**src/rtl/mem_access_pkg.sv**
```systemverilog
// Shared types and helpers for the memory access unit: FSM states, funct3 codes, lane widths.
// Used by mem_access_unit and lsu_lane_align.
package mem_access_pkg;

  typedef enum logic [1:0] {
    ST_IDLE    = 2'd0,
    ST_RD_WAIT = 2'd1,
    ST_WR      = 2'd2,
    ST_DONE    = 2'd3
  } state_t;

  localparam logic [2:0] F3_B  = 3'b000;
  localparam logic [2:0] F3_H  = 3'b001;
  localparam logic [2:0] F3_W  = 3'b010;
  localparam logic [2:0] F3_BU = 3'b100;
  localparam logic [2:0] F3_HU = 3'b101;

  localparam int OFF_W  = 2;
  localparam int LANE_W = 8;

  // Reserved encodings (011/110/111) have funct3[1] set, so they fall into the word class.
  function automatic logic is_word(input logic [2:0] f3);
    return f3[1];
  endfunction

  function automatic logic is_half(input logic [2:0] f3);
    return f3[1:0] == 2'b01;
  endfunction

  function automatic logic is_legal(input logic [2:0] f3);
    return (f3 == F3_B) || (f3 == F3_H) || (f3 == F3_W) || (f3 == F3_BU) || (f3 == F3_HU);
  endfunction

endpackage

```
**src/rtl/lsu_lane_align.sv**
```systemverilog
// Combinational lane logic: extracts and extends sub-word load data, and merges
// sub-word store data into a previously read memory word.
module lsu_lane_align
  import mem_access_pkg::*;
(
  input  logic [31:0]      rdata,
  input  logic [15:0]      wdata,
  input  logic [OFF_W-1:0] off,
  input  logic [2:0]       funct3,
  output logic [31:0]      load_data,
  output logic [31:0]      merge_data
);

  logic [LANE_W-1:0] byte_v;
  logic [15:0]       half_v;
  logic [4:0]        bit_off;

  assign bit_off = {off, 3'b000};

  always_comb begin
    byte_v     = rdata[bit_off +: LANE_W];
    half_v     = off[1] ? rdata[31:16] : rdata[15:0];
    load_data  = rdata;
    merge_data = rdata;
    if (is_word(funct3)) begin
      load_data  = rdata;
      merge_data = rdata;
    end else if (is_half(funct3)) begin
      load_data = funct3[2] ? {16'h0000, half_v} : {{16{half_v[15]}}, half_v};
      if (off[1]) merge_data[31:16] = wdata;
      else        merge_data[15:0]  = wdata;
    end else begin
      load_data = funct3[2] ? {24'h000000, byte_v} : {{24{byte_v[7]}}, byte_v};
      merge_data[bit_off +: LANE_W] = wdata[7:0];
    end
  end

endmodule

```
**src/rtl/mem_access_unit.sv**
```systemverilog
// Load/store bus initiator: one request at a time, sub-word stores by read-modify-write.
// Optional MISALIGN_TRAP_EN: misaligned or illegal requests complete at once with rsp_error.
//
// state      | meaning
// -----------+---------------------------------------------------------
// ST_IDLE    | waiting for a request, req_ready high
// ST_RD_WAIT | address held, counting down until mem_rdata is sampled
// ST_WR      | single-cycle memory write
// ST_DONE    | rsp_valid pulse, then back to idle
module mem_access_unit
  import mem_access_pkg::*;
#(
  parameter int READ_WAIT = 1
) (
  input  logic        clk,
  input  logic        reset,
  input  logic        req_valid,
  output logic        req_ready,
  input  logic        req_write,
  input  logic [2:0]  req_funct3,
  input  logic [31:0] req_addr,
  input  logic [31:0] req_wdata,
  output logic        rsp_valid,
  output logic [31:0] rsp_rdata,
  output logic        rsp_error,
  output logic [31:0] mem_address,
  output logic [31:0] mem_wdata,
  input  logic [31:0] mem_rdata,
  output logic        mem_we
);

  localparam int CNT_W = (READ_WAIT < 2) ? 1 : $clog2(READ_WAIT + 1);

  state_t            state, next_state;
  logic [CNT_W-1:0]  cnt;
  logic              write_q;
  logic [2:0]        funct3_q;
  logic [OFF_W-1:0]  off_q;
  logic [15:0]       wdata_q;
  logic              accept, trap_req, rd_last;
  logic              mem_we_q, rsp_valid_q;
  logic [31:0]       load_data, merge_data;

  assign req_ready = (state == ST_IDLE) && !reset;
  assign accept    = req_valid && req_ready;
  assign rd_last   = (cnt == CNT_W'(1));

`ifdef MISALIGN_TRAP_EN
  assign trap_req = !is_legal(req_funct3)
                 || (is_word(req_funct3) && (req_addr[1:0] != 2'b00))
                 || (is_half(req_funct3) && req_addr[0]);
`else
  assign trap_req = 1'b0;
`endif

  // Gate the registered strobes so an abort via reset can never leak a write or response.
  assign mem_we    = mem_we_q && !reset;
  assign rsp_valid = rsp_valid_q && !reset;

  lsu_lane_align u_lane (
    .rdata      (mem_rdata),
    .wdata      (wdata_q),
    .off        (off_q),
    .funct3     (funct3_q),
    .load_data  (load_data),
    .merge_data (merge_data)
  );

  always_ff @(posedge clk) begin
    if (reset) state <= ST_IDLE;
    else       state <= next_state;
  end

  always_comb begin
    next_state = state;
    case (state)
      ST_IDLE: begin
        if (accept) begin
          if (trap_req)                               next_state = ST_DONE;
          else if (req_write && is_word(req_funct3))  next_state = ST_WR;
          else                                        next_state = ST_RD_WAIT;
        end
      end
      ST_RD_WAIT: if (rd_last) next_state = write_q ? ST_WR : ST_DONE;
      ST_WR:      next_state = ST_DONE;
      ST_DONE:    next_state = ST_IDLE;
      default:    next_state = ST_IDLE;
    endcase
  end

  always_ff @(posedge clk) begin
    if (reset) begin
      cnt         <= '0;
      write_q     <= 1'b0;
      funct3_q    <= 3'b000;
      off_q       <= '0;
      wdata_q     <= 16'h0000;
      mem_address <= 32'h0;
      mem_wdata   <= 32'h0;
      mem_we_q    <= 1'b0;
      rsp_valid_q <= 1'b0;
      rsp_rdata   <= 32'h0;
      rsp_error   <= 1'b0;
    end else begin
      mem_we_q    <= (next_state == ST_WR);
      rsp_valid_q <= (next_state == ST_DONE);
      rsp_error   <= accept && trap_req;
      case (state)
        ST_IDLE: begin
          if (accept) begin
            write_q   <= req_write;
            funct3_q  <= req_funct3;
            off_q     <= req_addr[1:0];
            wdata_q   <= req_wdata[15:0];
            cnt       <= CNT_W'(READ_WAIT);
            rsp_rdata <= 32'h0;
            if (!trap_req) mem_address <= {req_addr[31:2], 2'b00};
            if (req_write && is_word(req_funct3) && !trap_req) mem_wdata <= req_wdata;
          end
        end
        ST_RD_WAIT: begin
          cnt <= cnt - CNT_W'(1);
          if (rd_last) begin
            if (write_q) mem_wdata <= merge_data;
            else         rsp_rdata <= load_data;
          end
        end
        default: ;
      endcase
    end
  end

endmodule

```
**config.mk**
```make
export PLATFORM = sky130hd
export DESIGN_NAME = mem_access_unit
export DESIGN_NICKNAME = d
export VERILOG_FILES = /design/src/rtl/mem_access_pkg.sv /design/src/rtl/lsu_lane_align.sv /design/src/rtl/mem_access_unit.sv
export SDC_FILE = /design/constraint.sdc
export NUM_CORES = 1
export LEC_CHECK = 0
export ABC_AREA = 0
export ABC_CLOCK_PERIOD_IN_PS = 5320
export BUFFER_PORTS_ARGS = -buffer_cell sky130_fd_sc_hd__buf_2
export CAP_MARGIN = 10
export CORE_ASPECT_RATIO = 1.4
export CORE_MARGIN = 1
export CORE_UTILIZATION = 55
export DETAILED_ROUTE_END_ITERATION = 10
export GPL_TIMING_DRIVEN = 0
export HOLD_SLACK_MARGIN = 0.08
export PLACE_DENSITY = 0.85
export SKIP_CTS_REPAIR_TIMING = 1
export SYNTH_ARGS = -nofsm -noshare
export SYNTH_HDL_FRONTEND = slang
export SYNTH_SLANG_ARGS = --single-unit
```
**constraint.sdc**
```tcl
create_clock -name clk -period 5.32 [get_ports clk]
set_clock_uncertainty 0.15 [all_clocks]
set_input_delay 1.064 -clock clk [delete_from_list [all_inputs] [get_ports clk]]
set_output_delay 1.064 -clock clk [all_outputs]
set_load 0.02 [all_outputs]
```
Yosys cells after proc, flatten, opt, wreduce, memory -nomap -nowiden
Index checks and enable logic that the tools add are counted.
- register bits after elaboration: 121
- output and inout port bits: 100
- $add $sub $neg: 2
- equality and inequality tests: 11
- shift-type cells: 3
- mux-type cells: 26
- reductions and logical operators: 12
- operator list (kind ; number):
    $mux W32 ; 13
    $pmux W32 S2 ; 2
    $mux W16 ; 3
    $bwmux W32 ; 1
    $shift A8 B7 Y32 const A ; 1
    $shiftx A32 B6 Y8 ; 1
    $shiftx A8 B7 Y32 ; 1
    $eq A2 B2 Y1 const B ; 4
    $ne A2 B2 Y1 const B ; 4
    $pmux W2 S4 ; 1
    $neg A5 Y7 ; 1
    $mux W2 ; 3
    $logic_and A1 B1 Y1 ; 5
    $reduce_and A5 Y1 ; 1
    $eq A2 B1 Y1 const B ; 2
    $reduce_and A2 Y1 ; 2
    $reduce_and A4 Y1 ; 1
    $logic_not A2 Y1 ; 1
    $mux W1 ; 2
    $ne A2 B1 Y1 const B ; 1
    $pmux W1 S2 ; 1
    $reduce_bool A2 Y1 ; 1
    $logic_not A1 Y1 ; 1
    $sub A1 B1 Y1 const B ; 1

Logic depth before layout (Yosys ltp)
Gate-level depths: netlist (run 1).
- depth in word-level cells: 8
- mapped depth: 10
- depth with buffers taken out: 6

Hierarchy
Synthesis (run 1) repeated with hierarchy kept, for this count alone.
- cells, all modules: 731
- area, all modules: 6500.0 µm²
- by module, submodules not included (module ; times used ; cells an instance ; area an instance (µm²)):
    mem_access_unit ; 1 ; 489 ; 4923.5
    lsu_lane_align ; 1 ; 242 ; 1576.5

Worst setup path before layout (run 1)
Ideal clock, no wire load.
- kind: input to output
- start: input port reset
- end: output port req_ready
- data arrival time: 1951 ps
- setup slack: 2155 ps
- stages on the path: 4
- cell sequence: buf_2 > clkbuf_1 > clkbuf_1 > nor2_1
- word-level cells in the longest chain between the ends: 2
- RTL lines (what ; RTL line ; RTL):
    start, declared ; mem_access_unit.sv:16 ; input logic reset,
    $logic_not A1 Y1 ; mem_access_unit.sv:44 ; assign req_ready = (state == ST_IDLE) && !reset;
    $logic_and A1 B1 Y1 ; mem_access_unit.sv:44 ;
    end, declared ; mem_access_unit.sv:18 ; output logic req_ready,
No other way between the ends.

Final worst setup path (run 1)
Ends and elaborated chain as after synthesis.

==> results of run 1 <==
## path summary, 6_finish.rpt
| kind | from | endpoint | slack [ps] |
|---|---|---|---|
| max reg2reg | off_q[1] | mem_wdata[6] | 2200 |
| min | mem_address[29] | mem_address[29] | 310 |
| max | reset | req_ready | 1670 |
| min reg2reg | mem_address[29] | mem_address[29] | 310 |
## tightest hold or removal path: stages (launching register included)
cell and delay [ps]:
sky130_fd_sc_hd__dfxtp_1 310, sky130_fd_sc_hd__nand2_1 50, sky130_fd_sc_hd__o21ai_0 60
## power breakdown
| group | switching [mW] | total, mW | internal, mW |
|---|---|---|---|
| clock | 0.452 | 1.25 | 0.802 |
| sequential | 0.0696 | 1.06 | 0.991 |
| combinational | 0.509 | 0.788 | 0.279 |
| total | 1.03 | 3.10 | 2.07 |
## registers in the layout, indices dropped and copies added (netlist names), 2 cells and up
| name | flops |
|---|---|
| state | 2 |
| wdata_q | 16 |
| mem_address | 30 |
| funct3_q | 3 |
| mem_wdata | 32 |
| off_q | 2 |
| rsp_rdata | 32 |
## cell type report
| class | count | share of cell area |
|---|---|---|
| clock inverter | 13 | 0.0237 |
| sequential | 121 | 0.297 |
| clock buffer | 19 | 0.0542 |
| buffer | 63 | 0.0349 |
| multi-input combinational | 555 | 0.435 |
| inverter | 26 | 0.0120 |
| timing repair buffer | 198 | 0.121 |
| tap | 144 | 0.0221 |
## logic make-up after synthesis
group | Yosys count | synth area share
other | 1 | 0.000590
adder cells (fa/ha/maj) | 5 | 0.00985
AO/OA/AOI/OAI | 286 | 0.315
multiplexers | 31 | 0.0518
buffers and inverters | 89 | 0.0603
AND/OR/NAND/NOR | 230 | 0.181
flip-flops | 121 | 0.381
## cells in the mapped netlist, types with 6 or more instances
library cell,n,area [sq um]
sky130_fd_sc_hd__nor2b_1,11,68.8
sky130_fd_sc_hd__or4bb_1,7,78.8
sky130_fd_sc_hd__o31ai_1,19,143
sky130_fd_sc_hd__clkbuf_1,34,128
sky130_fd_sc_hd__nand2_1,128,480
sky130_fd_sc_hd__and2_1,8,50.1
sky130_fd_sc_hd__o221a_2,8,90.1
sky130_fd_sc_hd__a22oi_1,14,105
sky130_fd_sc_hd__o211ai_1,9,67.6
sky130_fd_sc_hd__nand3_1,10,50.1
sky130_fd_sc_hd__and3_1,7,43.8
sky130_fd_sc_hd__a211o_1,12,105
sky130_fd_sc_hd__o311ai_0,7,61.3
sky130_fd_sc_hd__nor3_1,6,30.0
sky130_fd_sc_hd__a221oi_1,8,70.1
sky130_fd_sc_hd__o2bb2ai_1,17,149
sky130_fd_sc_hd__nor4_1,7,43.8
sky130_fd_sc_hd__inv_1,25,93.8
sky130_fd_sc_hd__o22ai_1,7,43.8
sky130_fd_sc_hd__mux2i_1,25,250
sky130_fd_sc_hd__buf_2,21,105
sky130_fd_sc_hd__dfxtp_1,121,2420
sky130_fd_sc_hd__a221o_1,9,90.1
sky130_fd_sc_hd__o311a_1,8,80.1
sky130_fd_sc_hd__a32o_1,6,60.1
sky130_fd_sc_hd__nor2_1,11,41.3
sky130_fd_sc_hd__a22o_1,8,70.1
sky130_fd_sc_hd__o21ai_0,83,415
sky130_fd_sc_hd__nand2b_1,12,75.1
sky130_fd_sc_hd__a21oi_1,54,270
## metrics by stage
stage,area [sq um],std cells,power (mW),utilization
after floorplan,6360,765,1.57,-
after global placement,7530,1107,1.82,0.667
after detailed placement,7530,1107,1.84,0.667
after CTS,8170,1139,3.08,0.724
after global routing,8170,1139,3.20,0.724
final,8170,1139,3.10,0.724
## per-layer routing
| layer | global-route usage | wire length (microns) | part of all wire | vias to the layer above |
|---|---|---|---|---|
| met4 | 0.235 | 1380 | 0.061 | 0 |
| met2 | 0.604 | 10700 | 0.47 | 454 |
| li1 | - | - | - | 3265 |
| met5 | 0 | 0 | 0 | - |
| met3 | 0.0798 | 1900 | 0.083 | 103 |
| met1 | 0.455 | 8790 | 0.39 | 3307 |
==> impl_results.html, run 1 <==
<table>
<tr><th>Metric</th><th>Value</th></tr>
<tr><th colspan="2">Critical path</th></tr>
<tr><td>CP Depth</td><td>5</td></tr>
<tr><td>Critical path class</td><td>in -&gt; out</td></tr>
<tr><td>CP max stage delay</td><td>500 ps</td></tr>
<tr><td>R2r worst-path depth</td><td>9</td></tr>
<tr><td>Critical path endpoint category</td><td>output port</td></tr>
<tr><td>Worst setup SP type</td><td>input port</td></tr>
<tr><td>Largest fanout on the critical path</td><td>10</td></tr>
<tr><td>Data required, critical path</td><td>4110 ps</td></tr>
<tr><td>Worst path bufs/invs</td><td>4</td></tr>
<tr><td>Endpoint arrival time on the critical path</td><td>2440 ps</td></tr>
<tr><td>Cell at the slowest stage of the critical path</td><td>sky130_fd_sc_hd__clkbuf_1</td></tr>
<tr><td>Kind of cell adding the most delay to the critical path</td><td>buffers and inverters</td></tr>
<tr><td>Worst-path cell chain</td><td>buf_2, clkbuf_1, clkbuf_1, nor2_1, buf_2</td></tr>
<tr><th colspan="2">Detailed routing</th></tr>
<tr><td>Wire length per cell after detailed routing</td><td>20.0 microns</td></tr>
<tr><td>Detailed-route via count</td><td>7,129</td></tr>
<tr><td>Starting DRC count in detailed routing</td><td>639</td></tr>
<tr><td>Antenna Nets Post-Route</td><td>0</td></tr>
<tr><td>First-pass iteration count of the detailed router</td><td>7</td></tr>
<tr><td>Total Wirelength</td><td>22.8 mm</td></tr>
<tr><td>DRC viols</td><td>0</td></tr>
<tr><td>Via density per instance</td><td>6.26</td></tr>
<tr><th colspan="2">Synth</th></tr>
<tr><td>Number of flops mapped to enable cells by yosys</td><td>0</td></tr>
<tr><td>Cell count after synthesis</td><td>763</td></tr>
<tr><td>Yosys Warn Count</td><td>0</td></tr>
<tr><td>Yosys reg bits</td><td>121</td></tr>
<tr><td>Synth unique cells</td><td>62</td></tr>
<tr><td>Most used DFF post-synth</td><td>sky130_fd_sc_hd__dfxtp_1</td></tr>
<tr><td>Async set-reset flop share out of synthesis</td><td>0</td></tr>
<tr><td>Share of the yosys chip area belonging to registers</td><td>0.381</td></tr>
<tr><td>Mean cell area of the mapped netlist</td><td>8.32 sq um</td></tr>
<tr><td>Post-synthesis instance area</td><td>0.00635 sq mm</td></tr>
<tr><th colspan="2">Clock tree</th></tr>
<tr><td>Clock tree from TritonCTS</td><td>built</td></tr>
<tr><td>Clock buffers created by TritonCTS</td><td>17</td></tr>
<tr><td>Buffers from clock root to sink, at most</td><td>2</td></tr>
<tr><td>Total number of H-tree levels</td><td>4</td></tr>
<tr><td>Clock transition at the registers of the reported paths</td><td>60 ps</td></tr>
<tr><td>Worst-skew pair later-pin latency</td><td>420 ps</td></tr>
<tr><td>Clock tree root driver cell</td><td>sky130_fd_sc_hd__clkbuf_16</td></tr>
<tr><td>CTS sink cnt</td><td>121</td></tr>
<tr><th colspan="2">GRT</th></tr>
<tr><td>Global-route wire length before repair</td><td>34.4 mm</td></tr>
<tr><td>Global-route usage over all layers</td><td>0.375</td></tr>
<tr><td>Vias in the first global route</td><td>6,790</td></tr>
<tr><td>Number of antenna violations at the first check in global routing</td><td>0</td></tr>
<tr><td>Pin count of the biggest net entering global routing</td><td>17</td></tr>
<tr><td>Sum of overflow across all layers after global routing</td><td>0</td></tr>
<tr><th colspan="2">Placed design</th></tr>
<tr><td>Global placement routability congestion</td><td>1.01</td></tr>
<tr><td>Minimum setup slack after placement</td><td>1700 ps</td></tr>
<tr><td>Number of I/O port buffers</td><td>198</td></tr>
<tr><td>DP HPWL</td><td>16.8 mm</td></tr>
<tr><th colspan="2">Final layout</th></tr>
<tr><td>Commonest cells after routing, fill and taps aside</td><td>sky130_fd_sc_hd__buf_2 (219), sky130_fd_sc_hd__nand2_1 (128), sky130_fd_sc_hd__dfxtp_1 (121)</td></tr>
<tr><td>Most common library cell in the layout ignoring fill and taps</td><td>sky130_fd_sc_hd__buf_2</td></tr>
<tr><td>Fill cell instance count of the final layout</td><td>903</td></tr>
<tr><td>Sequential Area</td><td>0.00242 sq mm</td></tr>
<tr><td>Area growth from synthesis to layout</td><td>28.6%</td></tr>
<tr><td>Diode count</td><td>0</td></tr>
<tr><td>Layout cell share with drive strength beyond 1</td><td>0.282</td></tr>
<tr><td>Multi-input gate area</td><td>0.00355 sq mm</td></tr>
<tr><td>Number of nets at the end of the flow</td><td>1,090</td></tr>
<tr><th colspan="2">Power and ir drop</th></tr>
<tr><td>Reported leakage power</td><td>3.52 nW</td></tr>
<tr><td>Max rail drop VDD</td><td>0.000238 V</td></tr>
<tr><td>Pwr/cell area</td><td>380 mW/mm^2</td></tr>
<tr><th colspan="2">STA</th></tr>
<tr><td>Fin worst setup slack</td><td>1670 ps</td></tr>
<tr><td>Hold violation total from the final report</td><td>0</td></tr>
<tr><td>Max-slew violations</td><td>0</td></tr>
<tr><td>Final setup fails</td><td>0</td></tr>
<tr><td>Tmin final</td><td>3650 ps</td></tr>
<tr><td>Maximum frequency from static timing analysis</td><td>274 MHz</td></tr>
<tr><td>Worst slew slack as a fraction of its limit</td><td>0.367</td></tr>
<tr><td>Post-Route Setup TNS</td><td>0 ps</td></tr>
<tr><td>RSZ-0062 raised after global routing</td><td>false</td></tr>
<tr><td>Final hold slack</td><td>308 ps</td></tr>
<tr><td>Least-Margin Pin Slew</td><td>942 ps</td></tr>
<tr><td>Fraction of the cycle the final worst path needs</td><td>0.687</td></tr>
<tr><th colspan="2">Min path</th></tr>
<tr><td>Number of stages on the worst hold path</td><td>2</td></tr>
<tr><td>Worst hold path class</td><td>reg -&gt; reg</td></tr>
<tr><th colspan="2">Flow run</th></tr>
<tr><td>Number of max-cap violations</td><td>0</td></tr>
<tr><th colspan="2">Die</th></tr>
<tr><td>Die Outline Area</td><td>0.0120 sq mm</td></tr>
<tr><td>Width of the die</td><td>92.8 microns</td></tr>
<tr><td>Initial core utilization</td><td>0.563</td></tr>
<tr><td>Height of the die</td><td>129 microns</td></tr>
<tr><td>Standard-cell rows</td><td>46</td></tr>
<tr><td>Core ar.</td><td>0.0113 sq mm</td></tr>
<tr><td>I/O pin total</td><td>203</td></tr>
<tr><th colspan="2">Status</th></tr>
<tr><td>Result of the run</td><td>completed</td></tr>
</table>
Note: power is estimated with default switching activity, not from simulation.
==> run 2, diff against run 1 <==
--- a/config.mk
+++ b/config.mk
@@ -6,16 +6,16 @@
 export NUM_CORES = 1
 export LEC_CHECK = 0
 export ABC_AREA = 0
-export ABC_CLOCK_PERIOD_IN_PS = 5320
+export ABC_CLOCK_PERIOD_IN_PS = 3300
 export BUFFER_PORTS_ARGS = -buffer_cell sky130_fd_sc_hd__buf_2
 export CAP_MARGIN = 10
 export CORE_ASPECT_RATIO = 1.4
 export CORE_MARGIN = 1
-export CORE_UTILIZATION = 55
+export CORE_UTILIZATION = 47
 export DETAILED_ROUTE_END_ITERATION = 10
 export GPL_TIMING_DRIVEN = 0
 export HOLD_SLACK_MARGIN = 0.08
-export PLACE_DENSITY = 0.85
+export PLACE_DENSITY = 0.78
 export SKIP_CTS_REPAIR_TIMING = 1
 export SYNTH_ARGS = -nofsm -noshare
 export SYNTH_HDL_FRONTEND = slang
==> constraint.sdc (replaced) <==
create_clock -name clk -period 3.3 [get_ports clk]
set_clock_uncertainty 0.15 [all_clocks]
set_input_delay 0.66 -clock clk [delete_from_list [all_inputs] [get_ports clk]]
set_output_delay 0.66 -clock clk [all_outputs]
set_load 0.02 [all_outputs]
==> run 2 against run 1 <==
Against the previous run: non-clock buffer count did not move; sequential power increased by 61%; total power grew 58%; clock power grew 53%; routed wire length up 2.2%; first-iteration DRC count down 7.7%; die area is 17% higher; sequential cell count unchanged; largest power group unchanged; highest routed layer unchanged.
==> impl_results.html, run 2 (synthesis results as in run 1) <==
<table>
<tr><th>Metric</th><th>Value</th></tr>
<tr><th colspan="2">Clock tree</th></tr>
<tr><td>Total number of H-tree levels</td><td>4 (unchanged)</td></tr>
<tr><td>Clock tree from TritonCTS</td><td>built</td></tr>
<tr><td>Clock buffers created by TritonCTS</td><td>17 (unchanged)</td></tr>
<tr><td>Worst-skew pair later-pin latency</td><td>420 ps (about the same)</td></tr>
<tr><td>Clock transition at the registers of the reported paths</td><td>60 ps (about the same)</td></tr>
<tr><td>Clock tree root driver cell</td><td>sky130_fd_sc_hd__clkbuf_16</td></tr>
<tr><td>CTS sink cnt</td><td>121 (unchanged)</td></tr>
<tr><td>Buffers from clock root to sink, at most</td><td>2 (unchanged)</td></tr>
<tr><th colspan="2">Final layout</th></tr>
<tr><td>Layout cell share with drive strength beyond 1</td><td>0.283 (+0.00101)</td></tr>
<tr><td>Number of nets at the end of the flow</td><td>1,090 (unchanged)</td></tr>
<tr><td>Utilization after layout</td><td>0.629 (-0.0951)</td></tr>
<tr><td>Finished Layout Cells</td><td>1,174 (+3.1%)</td></tr>
<tr><td>Area growth from synthesis to layout</td><td>28.7% (about the same)</td></tr>
<tr><td>Commonest cells after routing, fill and taps aside</td><td>sky130_fd_sc_hd__buf_2 (219), sky130_fd_sc_hd__nand2_1 (128), sky130_fd_sc_hd__dfxtp_1 (121)</td></tr>
<tr><td>Biggest registers after layout</td><td>mem_wdata: 32 flops, rsp_rdata: 32 flops, mem_address: 30 flops</td></tr>
<tr><td>Most common library cell in the layout ignoring fill and taps</td><td>sky130_fd_sc_hd__buf_2</td></tr>
<tr><td>Post-route cell area</td><td>0.00817 sq mm (about the same)</td></tr>
<tr><th colspan="2">Placed design</th></tr>
<tr><td>DP HPWL</td><td>17.5 mm (+4.4%)</td></tr>
<tr><td>Number of I/O port buffers</td><td>198 (unchanged)</td></tr>
<tr><td>Standard cell area after detailed placement</td><td>0.00757 sq mm (+0.56%)</td></tr>
<tr><td>Number of cells in the design after placement</td><td>1,141 (+3.1%)</td></tr>
<tr><td>Global placement routability congestion</td><td>1.01 (+0.33%)</td></tr>
<tr><td>Minimum setup slack after placement</td><td>300 ps (-1390 ps)</td></tr>
<tr><th colspan="2">Critical path</th></tr>
<tr><td>Critical path class</td><td>reg -&gt; reg</td></tr>
<tr><td>Data required, critical path</td><td>3510 ps (-600 ps)</td></tr>
<tr><td>Reg2reg setup slack</td><td>160 ps (-2040 ps)</td></tr>
<tr><td>Worst setup SP type</td><td>register</td></tr>
<tr><td>Cell at the slowest stage of the critical path</td><td>sky130_fd_sc_hd__dfxtp_1</td></tr>
<tr><td>Critical path endpoint category</td><td>register</td></tr>
<tr><td>Most repeated library cell on the critical path</td><td>sky130_fd_sc_hd__buf_2</td></tr>
<tr><td>Worst-path cell chain</td><td>buf_6, buf_2, buf_2, inv_1, ha_1, nand4bb_1, clkbuf_1, o32a_1, o211ai_1, a32o_1</td></tr>
<tr><td>CP max stage delay</td><td>390 ps (-110 ps)</td></tr>
<tr><td>Endpoint arrival time on the critical path</td><td>3340 ps (+900 ps)</td></tr>
<tr><td>Worst path bufs/invs</td><td>5 (+1)</td></tr>
<tr><td>Largest fanout on the critical path</td><td>10 (unchanged)</td></tr>
<tr><td>Kind of cell adding the most delay to the critical path</td><td>buffers and inverters</td></tr>
<tr><th colspan="2">Detailed routing</th></tr>
<tr><td>Antenna Nets Post-Route</td><td>0 (unchanged)</td></tr>
<tr><td>Detailed-route via count</td><td>7,040 (-1.2%)</td></tr>
<tr><td>DRC viols</td><td>0 (unchanged)</td></tr>
<tr><td>Via density per instance</td><td>6.00 (-4.2%)</td></tr>
<tr><td>Wire length per cell after detailed routing</td><td>19.8 microns (-0.84%)</td></tr>
<tr><td>Total Wirelength</td><td>23.3 mm (+2.2%)</td></tr>
<tr><td>First-pass iteration count of the detailed router</td><td>5 (-2)</td></tr>
<tr><td>Starting DRC count in detailed routing</td><td>590 (-7.7%)</td></tr>
<tr><th colspan="2">Power and ir drop</th></tr>
<tr><td>Reported leakage power</td><td>3.50 nW (-0.54%)</td></tr>
<tr><td>Max rail drop VDD</td><td>0.000313 V (+31%)</td></tr>
<tr><td>Pwr/cell area</td><td>599 mW/mm^2 (+58%)</td></tr>
<tr><th colspan="2">STA</th></tr>
<tr><td>Maximum frequency from static timing analysis</td><td>319 MHz</td></tr>
<tr><td>Tmin final</td><td>3140 ps</td></tr>
<tr><td>Least-Margin Pin Slew</td><td>927 ps (-14.8 ps)</td></tr>
<tr><td>Fraction of the cycle the final worst path needs</td><td>0.950</td></tr>
<tr><td>Post-Route Setup TNS</td><td>0 ps (unchanged)</td></tr>
<tr><td>Hold violation total from the final report</td><td>0 (unchanged)</td></tr>
<tr><td>Fin worst setup slack</td><td>164 ps (-1500 ps)</td></tr>
<tr><td>Max-slew violations</td><td>0 (unchanged)</td></tr>
<tr><td>Worst slew slack as a fraction of its limit</td><td>0.377 (+0.00994)</td></tr>
<tr><td>RSZ-0062 raised after global routing</td><td>false</td></tr>
<tr><td>Final setup fails</td><td>0 (unchanged)</td></tr>
<tr><th colspan="2">Die</th></tr>
<tr><td>Initial core utilization</td><td>0.489 (-0.0744)</td></tr>
<tr><td>Core ar.</td><td>0.0130 sq mm (+15%)</td></tr>
<tr><td>Width of the die</td><td>100 microns (+8.0%)</td></tr>
<tr><td>I/O pin total</td><td>203 (unchanged)</td></tr>
<tr><td>Die Outline Area</td><td>0.0140 sq mm (+17%)</td></tr>
<tr><td>Standard-cell rows</td><td>49 (+6.5%)</td></tr>
<tr><td>Height of the die</td><td>140 microns (+8.1%)</td></tr>
<tr><th colspan="2">Status</th></tr>
<tr><td>Result of the run</td><td>completed</td></tr>
<tr><th colspan="2">GRT</th></tr>
<tr><td>Number of antenna violations at the first check in global routing</td><td>1 (+1)</td></tr>
<tr><td>Vias in the first global route</td><td>6,706 (-1.2%)</td></tr>
<tr><td>Global-route usage over all layers</td><td>0.330 (-0.0445)</td></tr>
<tr><td>Global-route wire length before repair</td><td>35.5 mm (+3.1%)</td></tr>
<tr><td>Sum of overflow across all layers after global routing</td><td>0 (unchanged)</td></tr>
<tr><td>Pin count of the biggest net entering global routing</td><td>17 (unchanged)</td></tr>
<tr><th colspan="2">Flow run</th></tr>
<tr><td>Number of max-cap violations</td><td>0 (unchanged)</td></tr>
<tr><th colspan="2">Min path</th></tr>
<tr><td>Worst hold path class</td><td>in -&gt; reg</td></tr>
</table>
run 2: per-layer routing:
layer  GRT usage  vias to the layer above  wire length, microns
li1            -                     3272                     -
met1       0.395                     3290                  8980
met2       0.536                      383                 11100
met3      0.0753                       95                  1950
met4       0.195                        0                  1230
met5           0                        -                     0
run 2: power breakdown:
part           internal (mW)  switching [mW]  leakage (nW)
clock network           1.15           0.758         0.289
logic                  0.450           0.824          2.22
registers               1.60           0.116         0.987
total                   3.20            1.70          3.50
run 2: final timing paths:
kind                         from         endpoint  depth (start not counted)
setup reg to reg         off_q[1]     mem_wdata[7]                         10
setup / recovery         off_q[1]     mem_wdata[7]                         10
hold / removal       req_addr[13]  mem_address[13]                          3
hold reg to reg   mem_address[25]  mem_address[25]                          2
run 2: worst min-delay path, delay by kind of cell:
kind | cells | cell delay (ps)
buffers and inverters | 1 | 70
AO/OA/AOI/OAI | 1 | 50
AND/OR/NAND/NOR | 1 | 30
run 2: metrics by stage:
step,total power [mW],hold slack [ps]
after floorplan,2.53,283
after global placement,2.97,290
after detailed placement,2.98,294
after CTS,4.86,277
after global routing,5.06,285
final,4.90,279
run 2: layout make-up:
| class | count | area, sq um |
|---|---|---|
| fillers | 1210 | 4820 |
| multi-input cells | 555 | 3550 |
| flip-flops and latches | 121 | 2420 |
| repair buffers | 198 | 991 |
| clock buffers | 18 | 439 |
| plain buffers | 63 | 285 |
| well taps | 178 | 223 |
| clock inverters | 14 | 159 |
| inverters | 26 | 97.6 |
| diodes | 1 | 2.50 |
==> run 3, diff against run 2 <==
--- a/config.mk
+++ b/config.mk
@@ -9,7 +9,7 @@
 export ABC_CLOCK_PERIOD_IN_PS = 3300
 export BUFFER_PORTS_ARGS = -buffer_cell sky130_fd_sc_hd__buf_2
 export CAP_MARGIN = 10
-export CORE_ASPECT_RATIO = 1.4
+export CORE_ASPECT_RATIO = 1.1
 export CORE_MARGIN = 1
 export CORE_UTILIZATION = 47
 export DETAILED_ROUTE_END_ITERATION = 10
==> run 3 against run 2 <==
Against the previous run: sequential power is essentially flat; maximum frequency shrank 3.0%; non-clock buffer count unchanged; die area is essentially flat; clock-buffer cell count grew 4; register-to-register slack lost 98 ps; global-route usage is 0.085 points higher; routed wire length about the same.
==> impl_results.html, run 3 (synthesis results as in run 1) <==
<table>
<tr><th>Metric</th><th>Value</th></tr>
<tr><th colspan="2">Status</th></tr>
<tr><td>Result of the run</td><td>completed</td></tr>
<tr><th colspan="2">Clock tree</th></tr>
<tr><td>CTS sink cnt</td><td>121 (unchanged)</td></tr>
<tr><td>Clock transition at the registers of the reported paths</td><td>60 ps (about the same)</td></tr>
<tr><td>Clock buffers created by TritonCTS</td><td>17 (unchanged)</td></tr>
<tr><td>Clock tree from TritonCTS</td><td>built</td></tr>
<tr><td>Buffers from clock root to sink, at most</td><td>2 (unchanged)</td></tr>
<tr><td>Total number of H-tree levels</td><td>4 (unchanged)</td></tr>
<tr><td>Clock tree root driver cell</td><td>sky130_fd_sc_hd__clkbuf_16</td></tr>
<tr><td>Worst-skew pair later-pin latency</td><td>430 ps (about the same)</td></tr>
<tr><th colspan="2">Placed design</th></tr>
<tr><td>Standard cell area after detailed placement</td><td>0.00755 sq mm (-0.28%)</td></tr>
<tr><td>Number of I/O port buffers</td><td>198 (unchanged)</td></tr>
<tr><td>Global placement routability congestion</td><td>1.00 (-0.98%)</td></tr>
<tr><td>DP HPWL</td><td>17.4 mm (-0.39%)</td></tr>
<tr><th colspan="2">Final layout</th></tr>
<tr><td>Biggest registers after layout</td><td>mem_wdata: 32 flops, rsp_rdata: 32 flops, mem_address: 30 flops</td></tr>
<tr><td>Area growth from synthesis to layout</td><td>28.2%</td></tr>
<tr><td>Sequential Area</td><td>0.00242 sq mm (unchanged)</td></tr>
<tr><td>Commonest cells after routing, fill and taps aside</td><td>sky130_fd_sc_hd__buf_2 (219), sky130_fd_sc_hd__nand2_1 (128), sky130_fd_sc_hd__dfxtp_1 (121)</td></tr>
<tr><td>Post-route cell area</td><td>0.00814 sq mm (-0.40%)</td></tr>
<tr><td>Number of nets at the end of the flow</td><td>1,090 (unchanged)</td></tr>
<tr><td>Multi-input gate area</td><td>0.00356 sq mm (+0.18%)</td></tr>
<tr><td>Diode count</td><td>0 (-1)</td></tr>
<tr><td>Layout cell share with drive strength beyond 1</td><td>0.281 (-0.00201)</td></tr>
<tr><td>Fill cell instance count of the final layout</td><td>1,228 (+1.5%)</td></tr>
<tr><td>Most common library cell in the layout ignoring fill and taps</td><td>sky130_fd_sc_hd__buf_2</td></tr>
<tr><th colspan="2">Detailed routing</th></tr>
<tr><td>Detailed-route via count</td><td>7,060 (+0.28%)</td></tr>
<tr><td>Via density per instance</td><td>6.11 (+1.8%)</td></tr>
<tr><td>Antenna Nets Post-Route</td><td>0 (unchanged)</td></tr>
<tr><td>Starting DRC count in detailed routing</td><td>642 (+8.8%)</td></tr>
<tr><td>Total Wirelength</td><td>23.3 mm (about the same)</td></tr>
<tr><td>First-pass iteration count of the detailed router</td><td>5 (unchanged)</td></tr>
<tr><td>Wire length per cell after detailed routing</td><td>20.2 microns (+1.6%)</td></tr>
<tr><td>DRC viols</td><td>0 (unchanged)</td></tr>
<tr><th colspan="2">STA</th></tr>
<tr><td>Hold violation total from the final report</td><td>0 (unchanged)</td></tr>
<tr><td>Max-slew violations</td><td>0 (unchanged)</td></tr>
<tr><td>Post-Route Setup TNS</td><td>0 ps (unchanged)</td></tr>
<tr><td>Fraction of the cycle the final worst path needs</td><td>0.980 (+0.0297)</td></tr>
<tr><td>Maximum frequency from static timing analysis</td><td>309 MHz (-3.0%)</td></tr>
<tr><td>Tmin final</td><td>3230 ps (+98.1 ps)</td></tr>
<tr><td>Final setup fails</td><td>0 (unchanged)</td></tr>
<tr><td>RSZ-0062 raised after global routing</td><td>false</td></tr>
<tr><td>Worst slew slack as a fraction of its limit</td><td>0.266 (-0.111)</td></tr>
<tr><td>Least-Margin Pin Slew</td><td>1090 ps (+165 ps)</td></tr>
<tr><th colspan="2">GRT</th></tr>
<tr><td>Global-route usage over all layers</td><td>0.331 (+0.000846)</td></tr>
<tr><td>Sum of overflow across all layers after global routing</td><td>0 (unchanged)</td></tr>
<tr><td>Vias in the first global route</td><td>6,355 (-5.2%)</td></tr>
<tr><td>Pin count of the biggest net entering global routing</td><td>17 (unchanged)</td></tr>
<tr><td>Number of antenna violations at the first check in global routing</td><td>0 (-1)</td></tr>
<tr><td>Global-route wire length before repair</td><td>34.8 mm (-2.0%)</td></tr>
<tr><th colspan="2">Critical path</th></tr>
<tr><td>Reg-to-reg endpoint</td><td>mem_wdata[2]</td></tr>
<tr><td>R2r worst-path depth</td><td>9 (-1)</td></tr>
<tr><td>Reg2reg setup slack</td><td>70 ps (-100 ps)</td></tr>
<tr><td>Critical path class</td><td>reg -&gt; reg</td></tr>
<tr><td>Worst setup SP type</td><td>register</td></tr>
<tr><td>Worst reg2reg path startpoint</td><td>off_q[1]</td></tr>
<tr><td>Endpoint arrival time on the critical path</td><td>3430 ps (+90 ps)</td></tr>
<tr><td>Setup crit end</td><td>mem_wdata[2]</td></tr>
<tr><td>Critical path endpoint category</td><td>register</td></tr>
<tr><td>Largest fanout on the critical path</td><td>10 (unchanged)</td></tr>
<tr><td>Data required, critical path</td><td>3500 ps (about the same)</td></tr>
<tr><td>Launch point of the critical path</td><td>off_q[1]</td></tr>
<tr><th colspan="2">Min path</th></tr>
<tr><td>Number of stages on the worst hold path</td><td>3 (unchanged)</td></tr>
<tr><td>Worst hold path class</td><td>in -&gt; reg</td></tr>
<tr><th colspan="2">Die</th></tr>
<tr><td>Die Outline Area</td><td>0.0140 sq mm (about the same)</td></tr>
<tr><td>Standard-cell rows</td><td>44 (-10%)</td></tr>
<tr><td>Width of the die</td><td>113 microns (+13%)</td></tr>
<tr><td>Initial core utilization</td><td>0.481 (-0.00796)</td></tr>
<tr><td>Height of the die</td><td>124 microns (-11%)</td></tr>
<tr><td>I/O pin total</td><td>203 (unchanged)</td></tr>
<tr><td>Core ar.</td><td>0.0132 sq mm (+1.7%)</td></tr>
<tr><th colspan="2">Power and ir drop</th></tr>
<tr><td>Reported leakage power</td><td>3.49 nW (-0.32%)</td></tr>
<tr><td>Max rail drop VDD</td><td>0.000311 V (-0.64%)</td></tr>
<tr><td>Pwr/cell area</td><td>596 mW/mm^2 (-0.50%)</td></tr>
<tr><th colspan="2">Flow run</th></tr>
<tr><td>Number of max-cap violations</td><td>0 (unchanged)</td></tr>
</table>
run 3: cell types whose count changed in the layout (fill, tap and decap cells not counted), sizes merged:
cell / change
clkbuf: +4
clkinv: +1
clkinvlp: +1
diode: -1
inv: -6
run 3: worst min path at each step:
stage	to	slack (ps)	start
finish	mem_address[28]	270	req_addr[28]
global route	mem_address[31]	290	req_addr[31]
CTS	mem_address[28]	270	req_addr[28]
detailed placement	rsp_rdata[31]	300	rsp_rdata[31]
global placement	mem_address[29]	290	mem_address[29]
floorplan	wdata_q[10]	280	wdata_q[10]
run 3: metal layers:
layer,up-vias,global-route usage,wire (microns)
li1,3268,-,-
met1,3303,0.422,9380
met2,416,0.516,10600
met3,73,0.0929,2280
met4,0,0.165,1030
met5,-,0,0
run 3: power by group:
group	switching (mW)	internal (mW)	leakage (nW)	total, mW
logic	0.835	0.452	2.22	1.29
registers	0.115	1.60	0.987	1.71
clock network	0.699	1.15	0.277	1.85
run 3: area by class of cell:
cell class	instances	share of cell area
clock buffer	22	0.0570
buffer	63	0.0350
timing repair buffer	198	0.122
multi-input combinational	555	0.437
clock inverter	10	0.0146
sequential	121	0.298
inverter	26	0.0120
tap	161	0.0247
run 3: critical path: stages, from the launching register on:
cell and delay (ps):
sky130_fd_sc_hd__dfxtp_1 410, sky130_fd_sc_hd__buf_6 170, sky130_fd_sc_hd__buf_2 260, sky130_fd_sc_hd__buf_2 270, sky130_fd_sc_hd__inv_1 180, sky130_fd_sc_hd__ha_1 320, sky130_fd_sc_hd__nor2b_1 240, sky130_fd_sc_hd__o311ai_0 770
sky130_fd_sc_hd__o21ai_0 170, sky130_fd_sc_hd__a22oi_1 210
run 3: stage by stage:
stage | utilization | worst slack [ps] | cells | hold slack [ps] | power, mW
after global routing | 0.616 | 29.2 | 1156 | 287 | 5.02
after global placement | 0.571 | 257 | 1124 | 291 | 2.96
after CTS | 0.616 | 164 | 1156 | 271 | 4.82
final | 0.616 | 66.3 | 1156 | 269 | 4.85
after detailed placement | 0.571 | 217 | 1124 | 296 | 2.98
after floorplan | - | 806 | 765 | 283 | 2.53
